### config.mk
export PLATFORM = sky130hd
export DESIGN_NAME = mac_seq_ctrl
export DESIGN_NICKNAME = d
export VERILOG_FILES = /design/src/rtl/mac_seq_pkg.sv /design/src/rtl/mac.sv /design/src/rtl/mac_seq_ctrl.sv
export SDC_FILE = /design/constraint.sdc
export NUM_CORES = 1
export LEC_CHECK = 0
export CAP_MARGIN = 40
export CELL_PAD_IN_SITES_DETAIL_PLACEMENT = 0
export CELL_PAD_IN_SITES_GLOBAL_PLACEMENT = 2
export CORE_ASPECT_RATIO = 2
export CORE_MARGIN = 3
export CORE_UTILIZATION = 37
export DETAILED_ROUTE_END_ITERATION = 7
export GPL_ROUTABILITY_DRIVEN = 0
export GPL_TIMING_DRIVEN = 0
export PLACE_DENSITY = 0.87
export SYNTH_ARGS = -nofsm -noshare
export SYNTH_HDL_FRONTEND = slang
export SYNTH_SLANG_ARGS = --single-unit
### constraint.sdc
create_clock -name clk -period 6.03 [get_ports clk]
set_clock_uncertainty 0.15 [all_clocks]
set_input_delay 1.206 -clock clk [delete_from_list [all_inputs] [get_ports clk]]
set_output_delay 1.206 -clock clk [all_outputs]
set_load 0.1 [all_outputs]
### src/rtl/mac_seq_pkg.sv
// Shared types and default widths for the mac dot-product sequencer.
package mac_seq_pkg;

    localparam int DEF_BW      = 8;
    localparam int DEF_PSUM_BW = 16;
    localparam int DEF_LEN_BW  = 8;

    typedef enum logic [2:0] {
        IDLE,
        CLEAR,
        RUN,
        DRAIN,
        DONE
    } state_t;

endpackage

### src/rtl/mac.sv
// Multiply-accumulate unit: registers an operand pair every cycle and adds the
// product of the registered pair into psum when acc is high.
module mac #(
    parameter int bw      = 8,
    parameter int psum_bw = 16
) (
    input  logic               clk,
    input  logic               reset,
    input  logic [bw-1:0]      A,
    input  logic [bw-1:0]      B,
    input  logic               format,
    input  logic               acc,
    output logic [psum_bw-1:0] out
);

    // Operands are held in two's complement internally regardless of format.
    function automatic logic [bw-1:0] to_tc(input logic [bw-1:0] v, input logic sm);
        logic [bw-1:0] mag;
        mag = {1'b0, v[bw-2:0]};
        return (sm && v[bw-1]) ? -mag : v;
    endfunction

    logic signed [bw-1:0]      a_q;
    logic signed [bw-1:0]      b_q;
    logic signed [2*bw-1:0]    prod;
    logic signed [psum_bw-1:0] psum;
    logic        [psum_bw-1:0] mag_out;

    assign prod = a_q * b_q;

    always_ff @(posedge clk) begin
        if (reset) begin
            a_q  <= '0;
            b_q  <= '0;
            psum <= '0;
        end else begin
            a_q <= to_tc(A, format);
            b_q <= to_tc(B, format);
            if (acc)
                psum <= psum + psum_bw'(prod);
        end
    end

    assign mag_out = psum[psum_bw-1] ? -psum : psum;
    assign out     = format ? {psum[psum_bw-1], mag_out[psum_bw-2:0]} : psum;

endmodule

### src/rtl/mac_seq_ctrl.sv
// Runs one programmable-length dot product through a single mac and presents
// the final partial sum on a valid/ready result port.
module mac_seq_ctrl
    import mac_seq_pkg::*;
#(
    parameter int BW      = DEF_BW,
    parameter int PSUM_BW = DEF_PSUM_BW,
    parameter int LEN_BW  = DEF_LEN_BW
) (
    input  logic               clk,
    input  logic               reset_n,
    input  logic               start,
    input  logic [LEN_BW-1:0]  len,
    input  logic               format,
    input  logic               in_valid,
    output logic               in_ready,
    input  logic [BW-1:0]      in_a,
    input  logic [BW-1:0]      in_b,
    output logic               out_valid,
    input  logic               out_ready,
    output logic [PSUM_BW-1:0] out_data,
    output logic               busy
);

    state_t            state, state_nx;
    logic [LEN_BW-1:0] cnt;
    logic [LEN_BW-1:0] len_q;
    logic              fmt_q;
    logic              acc_d;
    logic              hs;
    logic              mac_reset;

    assign hs   = in_valid && in_ready;
    assign busy = (state != IDLE);

    always_ff @(posedge clk or negedge reset_n) begin
        if (!reset_n) begin
            state <= IDLE;
            cnt   <= '0;
            len_q <= '0;
            fmt_q <= 1'b0;
            acc_d <= 1'b0;
        end else begin
            state <= state_nx;
            // The mac sees this pair's operands one edge later, so acc lags by one.
            acc_d <= hs;
            if (state == IDLE && start) begin
                len_q <= len;
                fmt_q <= format;
                cnt   <= '0;
            end else if (hs) begin
                cnt <= cnt + LEN_BW'(1);
            end
        end
    end

    always_comb begin
        state_nx  = state;
        in_ready  = 1'b0;
        out_valid = 1'b0;
        mac_reset = !reset_n;
        case (state)
            IDLE:  if (start) state_nx = CLEAR;
            CLEAR: begin
                mac_reset = 1'b1;
                state_nx  = (len_q != '0) ? RUN : DONE;
            end
            RUN: begin
                in_ready = 1'b1;
                if (in_valid && cnt == len_q - LEN_BW'(1))
                    state_nx = DRAIN;
            end
            DRAIN: state_nx = DONE;
            DONE: begin
                out_valid = 1'b1;
                if (out_ready) state_nx = IDLE;
            end
            default: state_nx = IDLE;
        endcase
    end

    mac #(
        .bw      (BW),
        .psum_bw (PSUM_BW)
    ) u_mac (
        .clk    (clk),
        .reset  (mac_reset),
        .A      (in_a),
        .B      (in_b),
        .format (fmt_q),
        .acc    (acc_d),
        .out    (out_data)
    );

endmodule
**After elaboration in Yosys (flattened, before gate mapping)**

Cells that the tools add are included.

- Bits in registers: 53
- Input port bits: 30
- Output and inout bits: 19
- Logic and storage cells: 48

- Add/subtract/negate cells: 6
- Multiply operators: 1
- Eq/ne operators: 8
- Mux-type cells: 14
- Reduce and logical (&&, ||, !) cells: 11

Operator list:

| operator | number |
|---|---|
| 8-bit 2-to-1 mux | 4 |
| 15-bit 2-to-1 mux | 2 |
| 16-bit adder | 1 |
| 8-bit by 8-bit multiplier with 16-bit output | 1 |
| 7-bit negator with 8-bit output | 2 |
| 15-bit negator | 1 |
| 3-bit one-hot mux with 5 select lines | 1 |
| 3-bit 2-to-1 mux | 4 |
| 8-bit by 1-bit adder with 8-bit output, second input constant | 1 |
| 8-bit == test | 1 |
| 8-bit nonzero test | 1 |
| 8-bit by 1-bit subtractor with 8-bit output, second input constant | 1 |
| 3-bit by 2-bit == test with 1-bit output, second input constant | 2 |
| 2-bit != test, second input constant | 3 |
| 1-bit logical AND | 5 |
| 3-bit by 1-bit == test with 1-bit output, second input constant | 1 |
| 3-bit == test, second input constant | 1 |
| 3-bit zero test | 1 |
| 1-bit 2-to-1 mux | 3 |
| 3-bit AND reduction | 1 |
| 3-bit nonzero test | 1 |
| 2-bit nonzero test | 1 |
| 1-bit zero test | 1 |

**Depth between registers and ports, before layout**

- Depth in word-level cells: 5
- Mapped depth: 18
- Mapped depth without buffers: 18

**Hierarchy**

Synthesis repeated with hierarchy kept, for this count alone.

- Cell total of the unflattened synthesis: 578
- Area, all modules: 5521.5 um^2

Modules (own cells, without submodules):

| module | times used | cells each | area each (um^2) | seq. area each (um^2) |
|---|---|---|---|---|
| mac | 1 | 467 | 4352.9 | 640.6 |
| mac_seq_ctrl | 1 | 111 | 1168.6 | 525.5 |

**Worst setup path after synthesis**

No wires, ideal clock.

- Path kind: register -> register
- Start: reg u_mac.b_q[0]
- End: reg u_mac.psum[15]
- Data arrival time: 4611 ps
- Path slack: 1127 ps
- Stages on the path, launching flop included: 16
- Path buffers: 0
- Path through: dfxtp_1 -> and2_1 -> inv_1 -> fa_1 -> inv_1 -> fa_1 -> fa_1 -> fa_1 -> fa_1 -> ha_1 -> o21ai_0 -> o21bai_1 -> o32ai_1 -> o21ai_0 -> xnor2_1 -> a21oi_1

- Longest elaborated chain between the ends: 2

Ends and longest elaborated chain:

| what | line | source |
|---|---|---|
| from (decl) | mac.sv:24 | `logic signed [bw-1:0] b_q;` |
| from (signal assigned) | mac.sv:38 | `b_q <= to_tc(B, format);` |
| 8-bit by 8-bit multiplier with 16-bit output | mac.sv:29 | `assign prod = a_q * b_q;` |
| 16-bit adder | mac.sv:40 | `psum <= psum + psum_bw'(prod);` |
| to (signal assigned) | mac.sv:40 |  |
| to (decl) | mac.sv:26 | `logic signed [psum_bw-1:0] psum;` |

No other way between the ends.
A chain may end at the register's enable or synchronous reset.

**Final worst setup path**

Ends and elaborated chain as after synthesis.

==> run metrics <==
outcome=complete, no violations; global-route wire length before repair=23700 um; sw power=0.00163 W; n_diodes=0; CTS Buf Count=5; Post-Route WL=14200 um; # DRC=0; critical-path cell list=and2_1 > inv_1 > fa_1 > inv_1 > fa_1 > fa_1 > fa_1 > fa_1 > ha_1 > o21ai_0 > o21bai_1 > o32ai_1 > o21ai_0 > xnor2_1 > a21oi_1; Cells after Synth=607; CTS H-tree lvls=2; Least-Margin Pin Slew=0.728 ns; CP peak stage delay=0.59 ns; data required time at the worst endpoint=6.03 ns; routed wl met3=393 um; syn_nets=750; final total power=0.00315 W; final setup fails=0; clock share of power=0.094; Setup Crit Path Kind=flop to flop; crit path time final=5.62 ns; DP HPWL=12300 um; CP Launch Type=flop; Hold Buf Count CTS=0; hold_sp=u_mac.psum[1]; clock slew at reported path FFs=0.08 ns; Seq pwr share=0.199; Crit-path slowest cell=fa_1; WHS Path Cells=2; internal reg-to-reg setup slack=0.41 ns; r2r startpoint=u_mac.b_q[0]; maximum VDD drop=490 uV; Worst setup startpoint=u_mac.b_q[0]; syn avg cell area=9.15 um^2; Starting Density=0.383; largest cells by area after synthesis=fa_1 (26%), dfxtp_1 (12%), dfrtp_1 (9.5%); wire length per cell=16.2 um; Cell Count, Final, Fillers Out=875; Syn. warnings=0; MaxCap Viol Count=0; RSZ-0062 raised after global routing=false; placed cells=867; Slew headroom=0.512; reg2reg path depth=15; PwrDens=467 mW/mm^2; met1 wire length=4580 um; top cell type's share of synthesized area=0.256; multi-input logic area=0.00396 mm^2; latest clock arrival within the worst-skew pair=0.29 ns; Max Clk Rate=178 MHz; HP Class=flop to flop; 1st-pass router iterations=4; Worst Path Arrival=5.62 ns; sequential share of the synthesized area=0.210; vias in the first global route=4888; die area=0.0166 mm^2; routed vias=4380; Die W=92.6 um; Post-Place Setup Slack=0.358 ns; Clock Sink Count=53; number of routed nets with antenna violations=0; crit-path most repeated cell=fa_1; max-slew violations=0; share of layout cells above drive strength 1=0.0644; fillers=1429; NumNets Final=825; most common cell after layout, fill and taps aside=inv_1; hold endpoint=u_mac.psum[1]; most frequent cells in the layout=inv_1 (95), fa_1 (71), nand2_1 (52), clkdlybuf4s50_1 (48); maximum root-to-sink buffer count=2; via/cell ratio=5.01; Int Pwr=0.00152 W; row cnt=62; RR Endpoint=u_mac.psum[15]; Post-Syn Area=0.00555 mm^2; num ports=49; largest net degree at the start of global routing=20; gr usage total=0.183; Setup Buffers After CTS=0; predominant post-synthesis flop cell=dfxtp_1; post-route setup TNS=0 ns; Sw Share=0.517; Congestion Overflow GR=0; CP Max Fanout=9; Root Buffer=clkbuf_16; Buffers on Ports=48; Synth Register Bits=53; largest area contributor in the netlist=fa_1; final count of hold timing violations=0; met2 WL post-DR=8490 um; register area=0.00117 mm^2; CTS tree=yes; Gate power share=0.707; initial antenna violation count=0; Die H=179 um; Area growth syn-to-layout=21.6%; top sig layer=met4; post_cts resized=0; Setup WS post-layout=0.408 ns; Crit. End Element=flop; period utilisation layout=0.932; Async S/R FF share, synth=0.396; Synth cell types=46; core area=0.0145 mm^2; Lkg Pwr=3.19 nW; number of synthesized flops with an enable pin=0; Initial DRC Count=104
critical path: cells and delay by family (launching register included):
family	cells	cell delay, ns
compound gates	5	1.01
xor+xnor	1	0.25
fa+ha+maj	6	2.84
buf+inv	2	0.17
flops	1	0.55
simple gates	1	0.49
worst max path at each step:
stage / to / slack, ns / depth (start not counted)
CTS: u_mac.psum[15] / 0.34 / 15
floorplan: u_mac.psum[15] / 1.13 / 15
global placement: u_mac.psum[15] / 0.35 / 15
finish: u_mac.psum[15] / 0.41 / 15
global route: u_mac.psum[15] / 0.06 / 15
detailed placement: u_mac.psum[15] / 0.36 / 15
area by class of cell:
type	instances	share of cell area
plain buffers	16	0.0102
clock buffers	5	0.0185
clock inverters	3	0.00426
inverters	95	0.0528
multi-input cells	443	0.587
flip-flops and latches	53	0.173
well taps	192	0.0356
repair buffers	68	0.119
registers in the layout (all words and copies together), names as in the netlist:
| register | flops |
|---|---|
| acc_d | 1 |
| fmt_q | 1 |
| cnt | 8 |
| u_mac.b_q | 8 |
| u_mac.psum | 16 |
| u_mac.a_q | 8 |
| state | 3 |
| len_q | 8 |
per-layer routing:
metal / up-vias / track usage
met4: 0 / 0.0795
met2: 86 / 0.386
met1: 2152 / 0.169
met5: - / 0
met3: 38 / 0.0218
li1: 2104 / -
power groups by stage:
stage	clock network, W	logic [W]	registers (W)
5_1_grt	0.000317	0.00248	0.000646
3_5_place_dp	0	0.00226	0.000638
6_report	0.000297	0.00223	0.000628
3_3_place_gp	0	0.00202	0.000636
2_1_floorplan	0	0.00159	0.000557
4_1_cts	0.000304	0.00227	0.000630
through the flow:
| step | hold WS [ns] | cell area (um^2) | utilization |
|---|---|---|---|
| after floorplan | 0.334 | 5550 | - |
| after global placement | 0.348 | 6270 | 0.433 |
| after detailed placement | 0.372 | 6600 | 0.455 |
| after CTS | 0.390 | 6750 | 0.466 |
| after global routing | 0.433 | 6750 | 0.466 |
| final | 0.381 | 6750 | 0.466 |
kinds of logic after synthesis:
logic type,share of synthesized area
simple gates,0.166
compound gates,0.0894
flops,0.210
fa+ha+maj,0.351
buf+inv,0.0766
mux,0.0322
xor+xnor,0.0757
cell usage after synthesis (2+ instances only):
| master | count |
|---|---|
| o21ai_0 | 25 |
| and2_1 | 29 |
| fa_1 | 71 |
| nor3_1 | 13 |
| a21o_1 | 8 |
| nand2_1 | 52 |
| dfxtp_1 | 32 |
| nor2_1 | 42 |
| xnor2_1 | 33 |
| dfrtp_1 | 21 |
| nor3_2 | 2 |
| o21a_1 | 3 |
| a31oi_1 | 4 |
| nor4_1 | 6 |
| mux2i_1 | 10 |
| a211oi_1 | 5 |
| mux2_2 | 7 |
| a21oi_1 | 22 |
| nand4b_1 | 2 |
| clkbuf_1 | 13 |
| nand4_1 | 4 |
| o21bai_1 | 3 |
| nand2b_1 | 4 |
| ha_1 | 42 |
| or3_1 | 10 |
| and3_1 | 5 |
| nand3_1 | 11 |
| inv_1 | 95 |
| buf_4 | 2 |
| xor2_1 | 15 |
Note: power is estimated with default switching activity, not from simulation.
